===== src/rtl/ps2_pkg.sv =====
// Shared scan-code constants, key indices and receiver state encoding
// for the PS/2 keyboard front end.
package ps2_pkg;

    localparam logic [7:0] SC_EXT   = 8'hE0;
    localparam logic [7:0] SC_BREAK = 8'hF0;
    localparam logic [7:0] SC_BAT   = 8'hAA;

    localparam logic [7:0] SC_UP    = 8'h75;
    localparam logic [7:0] SC_DOWN  = 8'h72;
    localparam logic [7:0] SC_LEFT  = 8'h6B;
    localparam logic [7:0] SC_RIGHT = 8'h74;

    localparam logic [7:0] SC_W     = 8'h1D;
    localparam logic [7:0] SC_S     = 8'h1B;
    localparam logic [7:0] SC_A     = 8'h1C;
    localparam logic [7:0] SC_D     = 8'h23;
    localparam logic [7:0] SC_SPACE = 8'h29;

    localparam int KEY_UP    = 0;
    localparam int KEY_DOWN  = 1;
    localparam int KEY_LEFT  = 2;
    localparam int KEY_RIGHT = 3;
    localparam int KEY_JUMP  = 4;
    localparam int NUM_KEYS  = 5;

    typedef enum logic [1:0] {
        ST_IDLE,
        ST_DATA,
        ST_PARITY,
        ST_STOP
    } rx_state_t;

    // One-hot key mask for a scan code; all-zero means unmapped.
    function automatic logic [NUM_KEYS-1:0] key_mask(
        input logic       ext,
        input logic [7:0] code
    );
        logic [NUM_KEYS-1:0] m;
        m = '0;
        if (ext) begin
            case (code)
                SC_UP:    m[KEY_UP]    = 1'b1;
                SC_DOWN:  m[KEY_DOWN]  = 1'b1;
                SC_LEFT:  m[KEY_LEFT]  = 1'b1;
                SC_RIGHT: m[KEY_RIGHT] = 1'b1;
                default:  m = '0;
            endcase
        end else begin
            case (code)
                SC_W:     m[KEY_UP]    = 1'b1;
                SC_S:     m[KEY_DOWN]  = 1'b1;
                SC_A:     m[KEY_LEFT]  = 1'b1;
                SC_D:     m[KEY_RIGHT] = 1'b1;
                SC_SPACE: m[KEY_JUMP]  = 1'b1;
                default:  m = '0;
            endcase
        end
        return m;
    endfunction

endpackage


===== src/rtl/ps2_key_decoder_frame_rx.sv =====
// PS/2 frame receiver: synchronisers, ps2c falling-edge detect,
// frame FSM with parity/stop checks and inactivity timeout.
module ps2_frame_rx
    import ps2_pkg::*;
#(
    parameter int SYNC_STAGES    = 2,
    parameter int TIMEOUT_CYCLES = 200000
) (
    input  logic       clk,
    input  logic       rst,
    input  logic       ps2c,
    input  logic       ps2d,
    output logic [7:0] rx_byte,
    output logic       rx_valid,
    output logic       rx_err
);

    localparam int TW = $clog2(TIMEOUT_CYCLES);
    localparam logic [TW-1:0] TMO_LAST = TW'(TIMEOUT_CYCLES - 1);

    logic [SYNC_STAGES-1:0] c_sync;
    logic [SYNC_STAGES-1:0] d_sync;
    logic                   c_prev;
    logic                   c_s;
    logic                   d_s;
    logic                   fall;

    rx_state_t     state_q, state_d;
    logic [2:0]    cnt_q, cnt_d;
    logic [7:0]    shift_q, shift_d;
    logic          par_q, par_d;
    logic [TW-1:0] tmo_q, tmo_d;
    logic [7:0]    byte_q, byte_d;
    logic          valid_q, valid_d;
    logic          err_q, err_d;

    assign c_s  = c_sync[SYNC_STAGES-1];
    assign d_s  = d_sync[SYNC_STAGES-1];
    assign fall = c_prev & ~c_s;

    // Idle-high reset values keep reset release from faking an edge.
    always_ff @(posedge clk or negedge rst) begin
        if (!rst) begin
            c_sync <= '1;
            d_sync <= '1;
            c_prev <= 1'b1;
        end else begin
            c_sync <= {c_sync[SYNC_STAGES-2:0], ps2c};
            d_sync <= {d_sync[SYNC_STAGES-2:0], ps2d};
            c_prev <= c_s;
        end
    end

    always_ff @(posedge clk or negedge rst) begin
        if (!rst) begin
            state_q <= ST_IDLE;
            cnt_q   <= '0;
            shift_q <= '0;
            par_q   <= 1'b0;
            tmo_q   <= '0;
            byte_q  <= '0;
            valid_q <= 1'b0;
            err_q   <= 1'b0;
        end else begin
            state_q <= state_d;
            cnt_q   <= cnt_d;
            shift_q <= shift_d;
            par_q   <= par_d;
            tmo_q   <= tmo_d;
            byte_q  <= byte_d;
            valid_q <= valid_d;
            err_q   <= err_d;
        end
    end

    always_comb begin
        state_d = state_q;
        cnt_d   = cnt_q;
        shift_d = shift_q;
        par_d   = par_q;
        tmo_d   = tmo_q;
        byte_d  = byte_q;
        valid_d = 1'b0;
        err_d   = 1'b0;
        if (fall) begin
            tmo_d = '0;
            unique case (state_q)
                ST_IDLE: begin
                    if (!d_s) begin
                        state_d = ST_DATA;
                        cnt_d   = '0;
                    end else begin
                        err_d = 1'b1;
                    end
                end
                ST_DATA: begin
                    shift_d = {d_s, shift_q[7:1]};
                    if (cnt_q == 3'd7) begin
                        state_d = ST_PARITY;
                    end else begin
                        cnt_d = cnt_q + 3'd1;
                    end
                end
                ST_PARITY: begin
                    par_d   = d_s;
                    state_d = ST_STOP;
                end
                ST_STOP: begin
                    state_d = ST_IDLE;
                    if (d_s && (^shift_q ^ par_q)) begin
                        valid_d = 1'b1;
                        byte_d  = shift_q;
                    end else begin
                        err_d = 1'b1;
                    end
                end
                default: state_d = ST_IDLE;
            endcase
        end else if (state_q != ST_IDLE) begin
            if (tmo_q == TMO_LAST) begin
                state_d = ST_IDLE;
                tmo_d   = '0;
                err_d   = 1'b1;
            end else begin
                tmo_d = tmo_q + 1'b1;
            end
        end else begin
            tmo_d = '0;
        end
    end

    assign rx_byte  = byte_q;
    assign rx_valid = valid_q;
    assign rx_err   = err_q;

endmodule


===== src/rtl/ps2_key_decoder.sv =====
// PS/2 keyboard decoder: tracks E0/F0 prefixes and maintains a held-key
// bitmap usable in place of the debounced button bus.
module ps2_key_decoder
    import ps2_pkg::*;
#(
    parameter int SYNC_STAGES    = 2,
    parameter int TIMEOUT_CYCLES = 200000
) (
    input  logic       clk,
    input  logic       rst,
    input  logic       ps2c,
    input  logic       ps2d,
    output logic [4:0] keydown,
    output logic [7:0] scan_code,
    output logic       code_valid,
    output logic       frame_err
);

    logic [7:0] rx_byte;
    logic       rx_valid;
    logic       rx_err;

    logic       ext_q, ext_d;
    logic       brk_q, brk_d;
    logic [4:0] kd_q, kd_d;
    logic [4:0] mask;

    ps2_frame_rx #(
        .SYNC_STAGES   (SYNC_STAGES),
        .TIMEOUT_CYCLES(TIMEOUT_CYCLES)
    ) u_rx (
        .clk     (clk),
        .rst     (rst),
        .ps2c    (ps2c),
        .ps2d    (ps2d),
        .rx_byte (rx_byte),
        .rx_valid(rx_valid),
        .rx_err  (rx_err)
    );

    assign mask = key_mask(ext_q, rx_byte);

    always_comb begin
        ext_d = ext_q;
        brk_d = brk_q;
        kd_d  = kd_q;
        unique case (1'b1)
            rx_err: begin
                ext_d = 1'b0;
                brk_d = 1'b0;
            end
            rx_valid: begin
                if (rx_byte == SC_EXT) begin
                    ext_d = 1'b1;
                end else if (rx_byte == SC_BREAK) begin
                    brk_d = 1'b1;
                end else begin
                    ext_d = 1'b0;
                    brk_d = 1'b0;
                    if (rx_byte == SC_BAT) begin
                        kd_d = '0;
                    end else if (brk_q) begin
                        kd_d = kd_q & ~mask;
                    end else begin
                        kd_d = kd_q | mask;
                    end
                end
            end
            default: ;
        endcase
    end

    always_ff @(posedge clk or negedge rst) begin
        if (!rst) begin
            ext_q <= 1'b0;
            brk_q <= 1'b0;
            kd_q  <= '0;
        end else begin
            ext_q <= ext_d;
            brk_q <= brk_d;
            kd_q  <= kd_d;
        end
    end

    assign keydown    = kd_q;
    assign scan_code  = rx_byte;
    assign code_valid = rx_valid;
    assign frame_err  = rx_err;

endmodule


===== config.mk =====
export PLATFORM = sky130hd
export DESIGN_NAME = ps2_key_decoder
export DESIGN_NICKNAME = d
export VERILOG_FILES = /design/src/rtl/ps2_pkg.sv /design/src/rtl/ps2_key_decoder_frame_rx.sv /design/src/rtl/ps2_key_decoder.sv
export SDC_FILE = /design/constraint.sdc
export NUM_CORES = 1
export LEC_CHECK = 0
export ABC_CLOCK_PERIOD_IN_PS = 3300
export CAP_MARGIN = 5
export CORE_MARGIN = 2
export CORE_UTILIZATION = 43
export DETAILED_ROUTE_END_ITERATION = 6
export PLACE_DENSITY = 0.65
export SLEW_MARGIN = 20
export SYNTH_ARGS = -nofsm -noshare
export SYNTH_HDL_FRONTEND = slang
export SYNTH_SLANG_ARGS = --single-unit

===== constraint.sdc =====
create_clock -name clk -period 3.3 [get_ports clk]
set_input_delay 0.66 -clock clk [delete_from_list [all_inputs] [get_ports clk]]
set_output_delay 0.66 -clock clk [all_outputs]
set_load 0.01 [all_outputs]

==> flow_summary.ini, run 1 <==
[worst_hold_path]
hold_class = flip-flop to flip-flop

[cts]
clk_latency_ns = 0.31
cts_root_buffer = clkbuf_8
cts_resized = 0
tritoncts = yes
cts_buffers = 5
htreeDepth = 2
clock_sinks = 54
cts.clk_slew.worst_paths_ns = 0.10
postCtsSetupRepairBufs = 0
hold_buffers = 0
clockBufferDepth = 2

[finish]
n_antenna_cell = 0
register_area_mm2 = 0.00136
area_delta_synth_final_pct = 14.3
drive_gt1_share_pct = 14.9
multi_input_comb_area_mm2 = 0.00135
instances_no_fill = 345
fin_nets = 279
fill_cells = 589

[routing]
viasPerCell = 5.65
drc = 0
drt_wl_total_mm = 4.95
routedWlPerCell_um = 14.4
ant_nets = 0
num_vias = 1950
drt_iter0_drc = 54
drt_first_pass_iters = 4

[sta]
period_share_pct = 64.7
drv_slew = 0
max_freq_ghz = 0.468
postLayoutSetupSlackWorst_ns = 1.16
finClkSkew_ns = 0.00946
grt_setup_unrepaired = false
relSlewSlack_pct = 46.7
fin_tns_setup_ns = 0
worst_slew_pin_slew_ns = 0.793
setup_violations = 0
hold_viol_final = 0
post-route-min-period_ns = 2.14

[global_route]
grt_pass1_vias = 1988
met1_usage_pct = 21.6
grt_pass1_wl_mm = 9.25
antenna_found_initial = 0
use_met2_pct = 26.0
grt_max_degree = 55
grt_use_total_pct = 15.9
top_usage_layer = met2
met3_usage_pct = 3.34
grt_overflow = 0

[logic_synthesis]
synth_fa_ha_area_share_pct = 3.62
synth_compound_area_share_pct = 11.3
synth.cell_area_mm2 = 0.00276
yosysUniqueCellTypes = 53
synth_nets = 258
postSynthAreaPerCell_um2 = 11.2
synth-xor-area-share_pct = 6.43
yosysWarningCount = 0
synth_top_cells_by_count = dfrtp_1 (49), mux2_2 (18), nand2_1 (16), nor2_1 (16), inv_1 (10)
synthArstFlopShare_pct = 100
yosys-top-cells-area = dfrtp_1 (44%), mux2_2 (7.3%), dfstp_2 (4.8%)
synth_top_family_by_area = simple AND/OR/NAND/NOR gates
synth-seq-cells = 54
yosysSeqAreaShare_pct = 49.1
synth_cells = 246
synth_edf_count = 0
synth_top_area_share_pct = 44.4
synth_top_area_cell = dfrtp_1
ys.flop_type = dfrtp_1
yosys.area_share.simple_pct = 18.8
yosysMostFrequentCell = dfrtp_1
synth_mux_area_share_pct = 8.51

[setup_path]
worstSetupPathType = flip-flop to output port
cp-start-kind = flip-flop
critPathRequiredTime_ns = 2.64
crit_slowest_cell = clkdlybuf4s50_1
cp_top_family = buffers and inverters
path_cells = clkdlybuf4s50_1
worst-endpoint-arrival_ns = 1.48
critPathMaxStageDelay_ns = 0.61
cp_max_fo = 12
crit_path_end_kind = output port
path_buf_inv = 1

[outcome]
run_status = completed

[die]
dieArea_mm2 = 0.00708
rows = 29
initial_core_util_pct = 44.0
core_mm2 = 0.00628
dieHeight_um = 84.2
chipWidth_um = 84.2
ioPinCount = 19

[power_and_ir_drop]
finalPower_mw = 2.02
max-vdd-ir-drop_mv = 0.374
power.leakage_nw = 1.32
power_density_mw_per_mm2 = 639

[placement]
io_buffers = 18
dp_cells = 337
pre_cts_ws_ns = 1.19
hpwl_mm = 3.43
gp_congestion = 0.777

[flow_run]
drv_cap = 0
-- worst reg2reg max path: stages, from the launching register on --
cell and delay, ns:
dfrtp_1 0.47, or2_2 0.33, nor4_1 0.67, nor3_1 0.17, a221o_1 0.36
-- area by class of cell --
cell class	instances	area share (%)
Sequential cell	54	43.0
Multi-Input combinational cell	177	42.6
Timing Repair Buffer	19	5.79
Tap cell	77	3.05
Clock buffer	5	2.18
Clock inverter	3	2.18
Inverter	10	1.19
-- sequential cells by signal (all words and copies together), names as in the netlist --
signal	cells
brk_q	1
ext_q	1
keydown	5
u_rx.c_prev	1
u_rx.c_sync	2
u_rx.cnt_q	3
u_rx.d_sync	2
u_rx.par_q	1
u_rx.rx_byte	8
u_rx.rx_err	1
u_rx.rx_valid	1
u_rx.shift_q	8
u_rx.state_q	2
u_rx.tmo_q	18
-- placed cells by master, fill, tap and decap left out, types with 3 or more instances in the layout --
cell	instances
nor3_1	4
nand2b_1	6
dfrtp_1	49
mux2_2	18
xor2_1	8
nand3_1	7
nand4b_1	3
xnor2_1	7
nand2_1	16
nor4bb_1	3
dfstp_2	5
nor2_1	16
or4_1	4
clkbuf_8	5
and2_1	3
o21ai_0	6
a21oi_1	7
clkdlybuf4s50_1	17
nand4_1	6
ha_1	8
nor4_1	3
nor2b_1	3
or3_1	4
a22o_1	8
o31ai_1	4
inv_1	10
-- metal layers --
metal / routed length, um / share of wire [%]
met1: 2350 / 47
met2: 2350 / 47
met3: 203 / 4.1
met4: 56 / 1.1
met5: 0 / 0
-- cell families after synthesis --
group,count (synthesis)
compound gates,41
xor+xnor,17
fa+ha+maj,8
buf+inv,15
flops,54
mux,20
simple gates,91
-- report_power, final --
group / switching (mW) / internal [mW]
Sequential: 0.120 / 0.764
Combinational: 0.275 / 0.334
Clock: 0.220 / 0.304
-- worst paths after layout --
path | slack, ns | cells after the start | to | from
max in group asynchronous | 2.40 | 2 | u_rx.tmo_q[2] | rst
setup / recovery | 1.16 | 1 | scan_code[6] | u_rx.rx_byte[6]
setup reg to reg | 1.18 | 4 | keydown[3] | u_rx.rx_byte[2]
hold / removal | 0.36 | 0 | u_rx.d_sync[1] | u_rx.d_sync[0]
hold reg to reg | 0.36 | 0 | u_rx.d_sync[1] | u_rx.d_sync[0]
min in group asynchronous | 0.46 | 2 | u_rx.rx_byte[1] | rst
-- through the flow --
stage	cell area (um^2)	utilization [%]	hold slack [ns]
floorplan	2760	-	0.345
global placement	3020	48.1	0.346
detailed placement	3020	48.1	0.347
CTS	3160	50.3	0.361
global route	3160	50.3	0.372
finish	3160	50.3	0.360
(Power assumes the default switching activity.)
==> run 2: changes to the inputs <==
- ABC_CLOCK_PERIOD_IN_PS: 3300 -> 2080
- clock period: 3.3 -> 2.08 ns (I/O delays scaled with it)
==> flow_summary.ini, run 2 (synthesized netlist as in run 1, its figures left out) <==
[outcome]
run_status = completed

[finish]
fin_nets = 284
area_delta_synth_final_pct = 15.1
final_area_mm2 = 0.00318
final_cell_mix = dfrtp_1 (49), mux2_2 (18), clkdlybuf4s50_1 (17), nand2_1 (16), nor2_1 (16)
fill_cells = 601
final_core_util_pct = 50.6
regMostFlops = u_rx.tmo_q
drive_gt1_share_pct = 16.1
n_antenna_cell = 0
multi_input_comb_area_mm2 = 0.00135
largest_reg_flops = 18
layout_commonest_cell = dfrtp_1
register_area_mm2 = 0.00136

[setup_path]
worst-endpoint-arrival_ns = 2.13
critPathMaxStageDelay_ns = 0.44
crit_slowest_cell = xnor3_2
path_cells = xor2_1 -> xnor3_2 -> mux2i_4 -> mux2_2
r2r_cells = 4
cp-start-kind = flip-flop
cp_max_fo = 9
crit_path_end_kind = flip-flop
worstSetupPathType = flip-flop to flip-flop
critPathRequiredTime_ns = 2.27

[sta]
post-route-min-period_ns = 1.94
worst_slew_pin_slew_ns = 0.604
drv_slew = 0
hold_viol_final = 0
max_freq_ghz = 0.514
period_share_pct = 93.5
hold_slack_ns = 0.0807
finClkSkew_ns = 0.0125
grt_setup_unrepaired = false
fin_tns_setup_ns = 0
relSlewSlack_pct = 59.2
setup_violations = 0

[routing]
drt_first_pass_iters = 4
routedWlPerCell_um = 14.1
viasPerCell = 5.51
drc = 0
ant_nets = 0
drt_iter0_drc = 80
drt_wl_total_mm = 4.95
num_vias = 1928

[global_route]
grt_pass1_vias = 1970
grt_pass1_wl_mm = 8.96
antenna_found_initial = 0
grt_max_degree = 55
grt_use_total_pct = 15.4
grt_overflow = 0

[cts]
clk_latency_ns = 0.31
tritoncts = yes
cts_buffers = 5
hold_buffers = 0
postCtsSetupRepairBufs = 0
clock_sinks = 54
cts.clk_slew.worst_paths_ns = 0.10
htreeDepth = 2
cts_root_buffer = clkbuf_8
clockBufferDepth = 2
cts_resized = 0

[die]
dieHeight_um = 84.2
initial_core_util_pct = 44.0
ioPinCount = 19
chipWidth_um = 84.2
core_mm2 = 0.00628
rows = 29
dieArea_mm2 = 0.00708

[power_and_ir_drop]
power_density_mw_per_mm2 = 974
power_frac_comb_pct = 32.7
p_sw_mw = 0.970
power.leakage_nw = 1.34
sw_frac_of_total_pct = 31.3
internal_power_mw = 2.13
pwr-share-seq_pct = 44.9
finalPower_mw = 3.10
power_frac_clock_pct = 22.4
max-vdd-ir-drop_mv = 0.520

[placement]
dpl_cell_area_mm2 = 0.00307
hpwl_mm = 3.53
gp_congestion = 0.877
io_buffers = 18

[worst_hold_path]
hold_class = primary input to async pin

[flow_run]
drv_cap = 0
## run 2: area by class of cell
cell class / count / share of cell area (%)
inverter: 10 / 1.18
timing repair buffer: 24 / 7.32
tap: 77 / 3.03
sequential: 54 / 42.7
clock inverter: 2 / 1.18
clock buffer: 6 / 2.28
multi-input combinational: 177 / 42.3
## run 2: routing by layer
layer	global-route usage, %	vias to the layer above	routed length [um]
li1	-	957	-
met5	0	-	0
met2	26.0	25	2300
met4	3.96	0	44
met1	20.6	941	2450
met3	3.05	5	150
## run 2: metrics by stage
| step | setup WS [ns] | std cells |
|---|---|---|
| finish | 0.136 | 350 |
| CTS | 0.125 | 350 |
| global route | 0.0108 | 350 |
| detailed placement | 0.154 | 342 |
| global placement | 0.175 | 342 |
| floorplan | 0.254 | 246 |
## run 2: worst paths after layout
check	startpoint	to	slack (ns)
max	u_rx.shift_q[2]	u_rx.rx_byte[6]	0.14
min	rst	u_rx.rx_byte[1]	0.08
max reg2reg	u_rx.shift_q[2]	u_rx.rx_byte[6]	0.14
min reg2reg	u_rx.c_sync[0]	u_rx.c_sync[1]	0.36
max in group asynchronous	rst	u_rx.c_prev	1.70
min in group clk	u_rx.c_sync[0]	u_rx.c_sync[1]	0.36
## run 2: worst max-delay path: cells and delay by family (launching register included)
family    cells  cell delay (ns)
xor+xnor      2             0.62
flops         1             0.43
mux           2             0.78
## run 2: power groups by stage
stage	registers, mW	logic, mW	clock network [mW]
after floorplan	1.38	0.772	0
after global placement	1.41	1.02	0
after detailed placement	1.41	1.03	0
after CTS	1.39	1.03	0.723
after global routing	1.42	1.13	0.763
final	1.39	1.01	0.693
==> run 3: changes to the inputs <==
- CORE_UTILIZATION: 43 -> 58
- PLACE_DENSITY: 0.65 -> 0.83
==> flow_summary.ini, run 3 (synthesized netlist as in run 1, its figures left out) <==
[routing]
ant_nets = 0
routedWlPerCell_um = 15.1
top_layer_used = met4
drt_first_pass_iters = 6
drc = 0
num_vias = 1965
dr_wl_met3_um = 177
dr_wl_met2_mm = 2.50
drt_wl_total_mm = 4.94
wl_met1_mm = 2.20
drt_iter0_drc = 114
viasPerCell = 5.99

[finish]
layout_commonest_cell = dfrtp_1
fin_nets = 285
final_cell_mix = dfrtp_1 (49), mux2_2 (18), clkdlybuf4s50_1 (17), nand2_1 (16), nor2_1 (16)
n_antenna_cell = 0
largest_reg_flops = 18
regMostFlops = u_rx.tmo_q
final_core_util_pct = 67.4
drive_gt1_share_pct = 16.4
area_delta_synth_final_pct = 13.6
instances_no_fill = 328

[setup_path]
cp_max_fo = 9
worst-endpoint-arrival_ns = 2.14
crit_path_end_kind = flip-flop
cp-start-kind = flip-flop
critPathRequiredTime_ns = 2.27
worstSetupPathType = flip-flop to flip-flop

[sta]
hold_slack_ns = 0.0852
hold_viol_final = 0
fin_tns_setup_ns = 0
relSlewSlack_pct = 64.2
max_freq_ghz = 0.514
post-route-min-period_ns = 1.95
drv_slew = 0
grt_setup_unrepaired = false
setup_violations = 0
period_share_pct = 93.6
finClkSkew_ns = 0.00706
worst_slew_pin_slew_ns = 0.537

[cts]
hold_buffers = 0
cts_root_buffer = clkbuf_8
cts_resized = 0
htreeDepth = 2
tritoncts = yes
clock_sinks = 54
cts.clk_slew.worst_paths_ns = 0.09
clk_latency_ns = 0.30
cts_buffers = 5
clockBufferDepth = 2
postCtsSetupRepairBufs = 0

[global_route]
grt_max_degree = 33
grt_pass1_wl_mm = 8.65
grt_overflow = 0
grt_pass1_vias = 1920
grt_use_total_pct = 20.7
antenna_found_initial = 0

[die]
core_mm2 = 0.00466
dieArea_mm2 = 0.00533
chipWidth_um = 73.0
ioPinCount = 19
initial_core_util_pct = 59.3
dieHeight_um = 73.0
rows = 25

[worst_hold_path]
hold_class = primary input to async pin

[power_and_ir_drop]
finalPower_mw = 3.00
max-vdd-ir-drop_mv = 0.571
power.leakage_nw = 1.34
power_density_mw_per_mm2 = 957

[placement]
dp_cells = 320
io_buffers = 18
hpwl_mm = 3.56
gp_congestion = 0.821

[flow_run]
drv_cap = 0

[outcome]
run_status = completed
## run 3: cell count changes in the layout (fill, tap and decap cells not counted)
cell / change
clkinv_2: +1
clkbuf_8: +1
buf_4: +1
bufinv_16: -1
clkinvlp_4: -1
## run 3: path summary, 6_finish.rpt
kind                       slack [ns]       startpoint  cells past startpoint               to
min                              0.09              rst                      1  u_rx.shift_q[0]
max                              0.13  u_rx.shift_q[2]                      4  u_rx.rx_byte[3]
min reg2reg                      0.36   u_rx.c_sync[0]                      0   u_rx.c_sync[1]
max in group asynchronous        1.45              rst                      2  u_rx.shift_q[7]
min in group clk                 0.36   u_rx.c_sync[0]                      0   u_rx.c_sync[1]
max reg2reg                      0.13  u_rx.shift_q[2]                      4  u_rx.rx_byte[3]
## run 3: critical path: stages, from the launching register on
cell	delay, ns
dfrtp_1	0.42
xor2_1	0.17
xnor3_2	0.44
mux2i_4	0.41
mux2_2	0.39
## run 3: cell type report
cell class,instances,area [um^2]
Fill cell,359,1520
Sequential cell,54,1360
Multi-Input combinational cell,177,1350
Timing Repair Buffer,25,240
Clock buffer,7,86.3
Tap cell,54,67.6
Inverter,10,37.5
Clock inverter,1,5.00
## run 3: power by group
part | total [mW] | switching [mW] | internal, mW
combinational | 1.04 | 0.471 | 0.570
sequential | 1.37 | 0.161 | 1.21
clock | 0.590 | 0.321 | 0.269
## run 3: routing by layer
| layer | track usage, % | up-vias |
|---|---|---|
| li1 | - | 965 |
| met1 | 27.7 | 948 |
| met2 | 34.7 | 46 |
| met3 | 3.31 | 6 |
| met4 | 5.76 | 0 |
| met5 | 0 | - |
## run 3: metrics by stage
stage	setup WS (ns)	area (um^2)
4_1_cts	0.122	3140
3_3_place_gp	0.183	3050
2_1_floorplan	0.254	2760
6_report	0.134	3140
3_5_place_dp	0.141	3050
5_1_grt	0.0522	3140
